<file path="src/rtl/noc_input_buffer.sv">
// Per-port router input buffer: DEPTH-entry flit FIFO, XY route on head flits, packet status.
// Optional saturating orphan counter on err_cnt when NOC_IBUF_ERR_CNT_EN is defined.
//
// state    | meaning
// R_IDLE   | waiting for a HEAD at the FIFO head; non-HEAD flits there are orphans and dropped
// R_ACTIVE | route held on out_port; flits forwarded until the TAIL is handed off
module noc_input_buffer #(
  parameter int FLIT_SIZE = 19,
  parameter int DEPTH     = 8,
  parameter int ADDR_BITS = (FLIT_SIZE - 3) / 2
) (
  input  logic                      clk,
  input  logic                      rst_n,
  input  logic [ADDR_BITS-1:0]      cfg_x,
  input  logic [ADDR_BITS-1:0]      cfg_y,
  input  logic [FLIT_SIZE-1:0]      in_flit,
  input  logic                      in_valid,
  output logic                      in_ready,
  output logic [FLIT_SIZE-1:0]      out_flit,
  output logic                      out_valid,
  input  logic                      out_ready,
  output logic [2:0]                out_port,
  output logic [1:0]                buf_status,
  output logic [$clog2(DEPTH):0]    count,
  output logic                      err
`ifdef NOC_IBUF_ERR_CNT_EN
  ,
  output logic [7:0]                err_cnt
`endif
);

  localparam int PW = $clog2(DEPTH);
  localparam int CW = PW + 1;

  localparam logic [1:0] T_HEAD = 2'd0;
  localparam logic [1:0] T_TAIL = 2'd1;

  localparam logic [2:0] P_LOCAL = 3'd0;
  localparam logic [2:0] P_NORTH = 3'd1;
  localparam logic [2:0] P_SOUTH = 3'd2;
  localparam logic [2:0] P_EAST  = 3'd3;
  localparam logic [2:0] P_WEST  = 3'd4;
  localparam logic [2:0] P_NONE  = 3'd5;

  localparam logic [1:0] S_SENT     = 2'd0;
  localparam logic [1:0] S_RECEIVED = 2'd1;
  localparam logic [1:0] S_FILLING  = 2'd2;
  localparam logic [1:0] S_EMPTY    = 2'd3;

  typedef enum logic {R_IDLE, R_ACTIVE} route_state_e;

  logic [FLIT_SIZE-1:0] mem [DEPTH];
  logic [PW-1:0]        wr_ptr, rd_ptr;
  logic [CW-1:0]        count_nxt, tail_cnt, tail_nxt;
  route_state_e         state, state_nxt;
  logic [2:0]           port_nxt, xy_port;
  logic [1:0]           status_nxt, head_type, in_type;
  logic [ADDR_BITS-1:0] dx, dy;
  logic                 full, empty, push, pop, hs_pop, orphan_drop;
  logic                 tail_push, tail_pop;

  assign empty     = (count == '0);
  assign full      = (count == CW'(DEPTH));
  assign in_ready  = !full;
  assign in_type   = in_flit[FLIT_SIZE-2:FLIT_SIZE-3];
  assign push      = in_valid && in_ready && in_flit[FLIT_SIZE-1];

  assign out_flit  = mem[rd_ptr];
  assign head_type = out_flit[FLIT_SIZE-2:FLIT_SIZE-3];
  assign dx        = out_flit[2*ADDR_BITS-1:ADDR_BITS];
  assign dy        = out_flit[ADDR_BITS-1:0];

  assign out_valid   = (state == R_ACTIVE) && !empty;
  assign hs_pop      = out_valid && out_ready;
  assign orphan_drop = (state == R_IDLE) && !empty && (head_type != T_HEAD);
  assign pop         = hs_pop || orphan_drop;
  assign tail_push   = push && (in_type == T_TAIL);
  assign tail_pop    = pop && (head_type == T_TAIL);

  // X first, then Y
  always_comb begin
    xy_port = P_LOCAL;
    if (dx > cfg_x)      xy_port = P_EAST;
    else if (dx < cfg_x) xy_port = P_WEST;
    else if (dy > cfg_y) xy_port = P_NORTH;
    else if (dy < cfg_y) xy_port = P_SOUTH;
  end

  always_comb begin
    state_nxt = state;
    port_nxt  = out_port;
    case (state)
      R_IDLE: begin
        if (!empty && head_type == T_HEAD) begin
          state_nxt = R_ACTIVE;
          port_nxt  = xy_port;
        end
      end
      R_ACTIVE: begin
        if (hs_pop && head_type == T_TAIL) begin
          state_nxt = R_IDLE;
          port_nxt  = P_NONE;
        end
      end
    endcase
  end

  always_comb begin
    count_nxt = count;
    case ({push, pop})
      2'b10:   count_nxt = count + CW'(1);
      2'b01:   count_nxt = count - CW'(1);
      default: count_nxt = count;
    endcase
    tail_nxt = tail_cnt;
    case ({tail_push, tail_pop})
      2'b10:   tail_nxt = tail_cnt + CW'(1);
      2'b01:   tail_nxt = tail_cnt - CW'(1);
      default: tail_nxt = tail_cnt;
    endcase
    // Status reflects the buffer contents after this edge
    if (hs_pop && head_type == T_TAIL) status_nxt = S_SENT;
    else if (count_nxt == '0)          status_nxt = S_EMPTY;
    else if (tail_nxt != '0)           status_nxt = S_RECEIVED;
    else                               status_nxt = S_FILLING;
  end

  always_ff @(posedge clk or negedge rst_n) begin
    if (!rst_n) begin
      wr_ptr     <= '0;
      rd_ptr     <= '0;
      count      <= '0;
      tail_cnt   <= '0;
      state      <= R_IDLE;
      out_port   <= P_NONE;
      buf_status <= S_EMPTY;
      err        <= 1'b0;
    end else begin
      if (push) wr_ptr <= wr_ptr + PW'(1);
      if (pop)  rd_ptr <= rd_ptr + PW'(1);
      count      <= count_nxt;
      tail_cnt   <= tail_nxt;
      state      <= state_nxt;
      out_port   <= port_nxt;
      buf_status <= status_nxt;
      err        <= orphan_drop;
    end
  end

  // Storage is deliberately left out of reset
  always_ff @(posedge clk) begin
    if (push) mem[wr_ptr] <= in_flit;
  end

`ifdef NOC_IBUF_ERR_CNT_EN
  always_ff @(posedge clk or negedge rst_n) begin
    if (!rst_n)                                 err_cnt <= '0;
    else if (orphan_drop && err_cnt != 8'hFF)   err_cnt <= err_cnt + 8'd1;
  end
`endif

endmodule

</file>
<file path="config.mk">
export PLATFORM = sky130hd
export DESIGN_NAME = noc_input_buffer
export DESIGN_NICKNAME = d
export VERILOG_FILES = /design/src/rtl/noc_input_buffer.sv
export SDC_FILE = /design/constraint.sdc
export NUM_CORES = 1
export LEC_CHECK = 0
export CAP_MARGIN = 20
export CORE_ASPECT_RATIO = 0.8
export CORE_MARGIN = 5
export CORE_UTILIZATION = 30
export DETAILED_ROUTE_END_ITERATION = 7
export MAX_ROUTING_LAYER = met4
export PLACE_DENSITY = 0.45
export RECOVER_POWER = 50
export SLEW_MARGIN = 30
export SYNTH_ARGS = -nofsm -noshare
export SYNTH_HDL_FRONTEND = slang
export SYNTH_SLANG_ARGS = --single-unit
</file>
<file path="constraint.sdc">
create_clock -name clk -period 5.6 [get_ports clk]
set_clock_uncertainty 0.05 [all_clocks]
set_input_delay 1.12 -clock clk [delete_from_list [all_inputs] [get_ports clk]]
set_output_delay 1.12 -clock clk [all_outputs]
set_load 0.01 [all_outputs]
</file>
== Word-level counts from Yosys, hierarchy flattened ==
Memories as Yosys holds them, arrays and structs flattened.
Index checks and enable logic that the tools add are counted.
Widths: inputs -> output; s select.
Storage, ports and cells
  bits in registers: 21
  bits in writable memories: 152
  word-level logic and storage cells: 65
  memories: 1
Operators by class
  $add $sub $neg: 6
  magnitude comparators: 4
  equality and inequality tests: 9
  multiplexer cells: 17
  bitwise logic cells: 1
  reduce and logical (&&, ||, !) cells: 19
Memory list
  mem: depth 8, width 19, read ports 1, clocked after Yosys merged registers in 0, write ports 1, RTL line 52  | logic [FLIT_SIZE-1:0] mem [DEPTH];
Operators with widths (count)
  $gt 8x8->1: 2
  $lt 8x8->1: 2
  $pmux 4 s2: 2
  $mux 3: 4
  $logic_and 1x1->1: 10
  $mux 2: 5
  $add 4x1->4 const B: 2
  $eq 2x1->1 const B: 4
  $logic_not 4->1: 2
  $sub 4x1->4 const B: 2
  $add 3x1->3 const B: 2
  $pmux 3 s2: 1
  $eq 2x2->1 const B: 2
  $eq 4x4->1 const B: 1
  $mux 1: 4
  $ne 2x1->1 const B: 2
  $reduce_bool 4->1: 1
  $logic_not 1->1: 2
  $logic_not 2->1: 1
  $pmux 1 s2: 1
  $reduce_and 2->1: 1
  $reduce_bool 2->1: 1
  $logic_or 1x1->1: 1
  $not 1->1: 1

== Depth between registers and ports, before layout ==
  word-level depth: 12
  mapped depth: 14

== Least setup slack after synthesis ==
Ideal clock, no wire load.
  path type: input -> register
  from: input in_flit[18]
  to: memory mem[0][0] (enable)
  library setup time: 0.443 ns
  arrival: 3.439 ns
  setup slack: 1.668 ns
  stages on the path: 4
  path through: nand2_1 a21o_1 buf_4 nor4_1
On the way
  longest elaborated chain between the ends: 3
Ends and longest elaborated chain
  start, declared: RTL line 16  | input logic [FLIT_SIZE-1:0] in_flit,
  $logic_and 1x1->1: RTL line 66  | assign push = in_valid && in_ready && in_flit[FLIT_SIZE-1];
  $mux 1: RTL line 152  | if (push) mem[wr_ptr] <= in_flit;
  $mux 1 (not written as such): RTL line 152
  end, declared: RTL line 52
No other way between the ends.

== Final worst setup path ==
  from: input in_flit[18]
  to: register buf_status[0]
On the way
  longest elaborated chain between the ends: 8
Ends and longest elaborated chain
  $logic_and 1x1->1 (*): RTL line 66
  $logic_and 1x1->1: RTL line 77  | assign tail_push = push && (in_type == T_TAIL);
  $eq 2x1->1 / $eq 2x2->1 (equally long branches): RTL line 116  | case ({tail_push, tail_pop})
  $pmux 4 s2: RTL line 116
  $reduce_bool 4->1: RTL line 124  | else if (tail_nxt != '0) status_nxt = S_RECEIVED;
  $mux 2: RTL line 124
  $mux 2 (*): RTL line 123  | else if (count_nxt == '0) status_nxt = S_EMPTY;
  $mux 2 (*): RTL line 122  | if (hs_pop && head_type == T_TAIL) status_nxt = S_SENT;
  named net status_nxt[0]: RTL line 57  | logic [1:0] status_nxt, head_type, in_type;
  end signal, assigned: RTL line 145  | buf_status <= status_nxt;
  end, declared: RTL line 23  | output logic [1:0] buf_status,
The timed path passes the listed nets; every way through them passes the cells marked *.
A chain may end at the register's enable or synchronous reset.

==> results.yml <==
sta:
  relSlewSlack_pct: 16.6
  fin_crit_sh_pct: 77.2
  hold_viol: 0
  whs_ps: 478
  setup_violations: 0
  rsz0062_at_grt: "no"
  worst_slew_pin_slew_ps: 1250
  fmax_mhz: 231
  layout_setup_ws_ps: 1280
  tns_ps: 0
  maxSlewViolCount: 0
  min_period_ps: 4320
floorplan:
  pin_count: 70
  rows: 52
  start_util_pct: 30.2
  chipHeight_um: 152
  die_area_sq_mm: 0.0286
  core_sq_mm: 0.0251
  die_w_um: 188
logic_synthesis:
  ys_top_cells_by_area: "edfxtp_1, mux4_2, dfrtp_1"
  syn_avg_cell_area_sq_um: 17.3
  syn_nets: 502
  synth_top_area_cell: "edfxtp_1"
  yosysSeqAreaShare_pct: 67.2
  synth.top_cell.area_share_pct: 60.2
  async_flop_share_pct: 12.1
  yosys_warnings: 0
  synth_edf_count: 152
  postSynthCellCount: 438
  ys_ff_latch: 173
  syn_area_sq_mm: 0.00758
  ys.flop_type: "edfxtp_1"
  synth_cell_types: 59
detailed_routing:
  drc: 0
  first_pass_iters: 4
  first_iter_violations: 249
  num_vias: 4108
  wirelength_um: 17400
  postRouteAntennaNets: 0
  wire_per_inst_um: 20.4
  viasPerCell: 4.79
global_routing:
  grt_overflow: 0
  grt_max_degree: 25
  antenna_found_initial: 0
  grt_pass1_vias: 4386
  grt_usage_pct: 12.9
  grt_pass1_wl_um: 27000
power_and_ir_drop:
  p_seq_share_pct: 36.5
  switching_share_pct: 33.6
  p_sw_w: 0.00165
  cellLeakagePower_nw: 3.25
  vdd_drop_max_mv: 0.183
  clkPwrFrac_pct: 23.8
  intPower_w: 0.00325
  powerDensity_mw_per_mm2: 527
  combPwrFrac_pct: 39.7
critical_path:
  worst-path-buf-inv: 2
  slowest_delay_ps: 770
  criticalPathCategory: "in2reg"
  crit_slowest_cell: "dlygate4sd3_1"
  start_kind: "input pin"
  crit_path_frequent_cell: "o21ai_0"
  crit_family: "compound AO/OA/AOI/OAI gates"
  cp_max_fo: 11
  worst_setup_path_end_kind: "register"
  cp.required_ps: 5880
  arrival_ps: 4600
  crit_chain: "dlygate4sd3_1, nand2_1, a21o_1, o21ai_0, inv_1, ha_1, a21oi_1, nor4bb_1, o31ai_1, a211o_1, o211ai_1, o21ai_0"
hold_path:
  hold_path_class: "reg2reg"
clock_network:
  insertion_delay_ps: 420
  cts_root_buf: "clkbuf_16"
  htreeDepth: 4
  cts_resized: 0
  hold_buffers: 0
  numCtsBuffers: 17
  cts_sinks: 173
  clock_path_buffers: 2
  tritoncts: "built"
  cts_setup_buffers: 0
  clk_pin_slew_ps: 70
final_layout:
  most-common-layout-cells: "edfxtp_1, clkdlybuf4s50_1, mux4_2, dlygate4sd3_1, inv_1"
  fill_cells: 2355
  antennaDiodeCount: 0
  regArea_sq_mm: 0.00510
  multiInputGateArea_sq_mm: 0.00236
  fin_nets: 584
  instances_no_fill: 857
  flow.area_growth_from_synthesis_pct: 22.7
  layout-drive-gt1-share_pct: 20.6
  mostFrequentLayoutCell: "edfxtp_1"
placement:
  place_congestion: 0.739
  hpwl_um: 11500
  dp_cells: 825
  port_buffers: 69
  dp_slack_ps: 922
run:
  maxCapViolCount: 0
outcome:
  status: "finished clean"
==> layout make-up <==
cell class              count  area share [%]
well taps                 324            4.35
clock inverters            14            1.71
flip-flops and latches    173            54.8
inverters                  26            1.05
repair buffers             78            8.21
clock buffers              18            4.61
multi-input cells         224            25.3
==> state kept, by name, summed over array words and instances, names as in the netlist <==
signal,count
tail_cnt,4
out_port,3
rd_ptr,3
err,1
state,1
count,4
mem,152
buf_status,2
wr_ptr,3
==> cell usage after synthesis (all sizes together) (2+ instances only) <==
library cell	n
nor3	7
nor4	3
o21ai	10
and4	2
and3	3
o211a	2
a221oi	2
mux2i	7
nor2b	5
a21oi	7
mux4	35
nand3	4
xor2	3
dfrtp	17
fa	2
nor2	18
xnor2	9
and2	2
buf	7
o21a	5
nand2b	2
inv	26
nand4	5
o31ai	2
dfstp	4
nand2	15
clkbuf	8
nor3b	3
ha	23
o211ai	3
a21o	5
a21boi	2
mux2	20
edfxtp	152
==> per-stage QoR <==
stage,utilization (%),total power (W),instance area (sq um)
3_5_place_dp,34.8,0.00382,8730
4_1_cts,37.1,0.00501,9320
3_3_place_gp,34.8,0.00380,8730
5_1_grt,37.1,0.00522,9310
2_1_floorplan,-,0.00304,7580
6_report,37.1,0.00491,9310
==> cell families (layout without fill, tap and decap cells) <==
group	after synthesis	count (layout)	synth area share (%)
AND/OR/NAND/NOR	76	76	5.46
flip-flops	173	173	67.2
multiplexers	62	62	14.3
AO/OA/AOI/OAI	48	48	4.49
buffers and inverters	41	136	2.29
adder cells (fa/ha/maj)	25	25	4.32
XOR/XNOR	13	13	1.93
==> final timing paths <==
check / cells past startpoint / slack [ps] / from / endpoint
hold / removal: 1 / 480 / tail_cnt[0]$_DFF_PN0_ / tail_cnt[0]$_DFF_PN0_
setup reg to reg: 13 / 1410 / rd_ptr[1]$_DFFE_PN0P_ / buf_status[1]$_DFF_PN1_
hold reg to reg: 1 / 480 / tail_cnt[0]$_DFF_PN0_ / tail_cnt[0]$_DFF_PN0_
max in group asynchronous: 1 / 3770 / rst_n / rd_ptr[0]$_DFFE_PN0P_
setup / recovery: 12 / 1280 / in_flit[18] / buf_status[0]$_DFF_PN1_
min in group asynchronous: 1 / 890 / rst_n / count[2]$_DFF_PN0_
==> worst reg2reg max path, cell delays in order, from the launching register on <==
cell and delay (ps):
dfrtp_1 960, nor2_1 110, and4b_1 240, a2111o_1 450, o21a_1 370, nor3_1 290, ha_1 270, ha_1 260
a21o_1 170, a21oi_1 230, xnor3_1 270, nor3_1 190, o21ai_0 100, o21ai_0 160
==> power groups by stage <==
| stage | Clock [W] | Combinational, W | Sequential, W |
|---|---|---|---|
| 2_1_floorplan | 0 | 0.00135 | 0.00169 |
| 3_3_place_gp | 0 | 0.00198 | 0.00182 |
| 3_5_place_dp | 0 | 0.00200 | 0.00183 |
| 4_1_cts | 0.00120 | 0.00201 | 0.00180 |
| 5_1_grt | 0.00126 | 0.00213 | 0.00183 |
| 6_report | 0.00117 | 0.00195 | 0.00179 |
==> metal layers <==
layer	vias to the layer above	GRT usage (%)	routed length, um
met4	0	4.75	339
met1	2108	17.0	8020
met3	24	2.31	496
met5	-	-	0
li1	1906	-	-
met2	70	20.1	8590
Power figures use the tool's default switching activity.
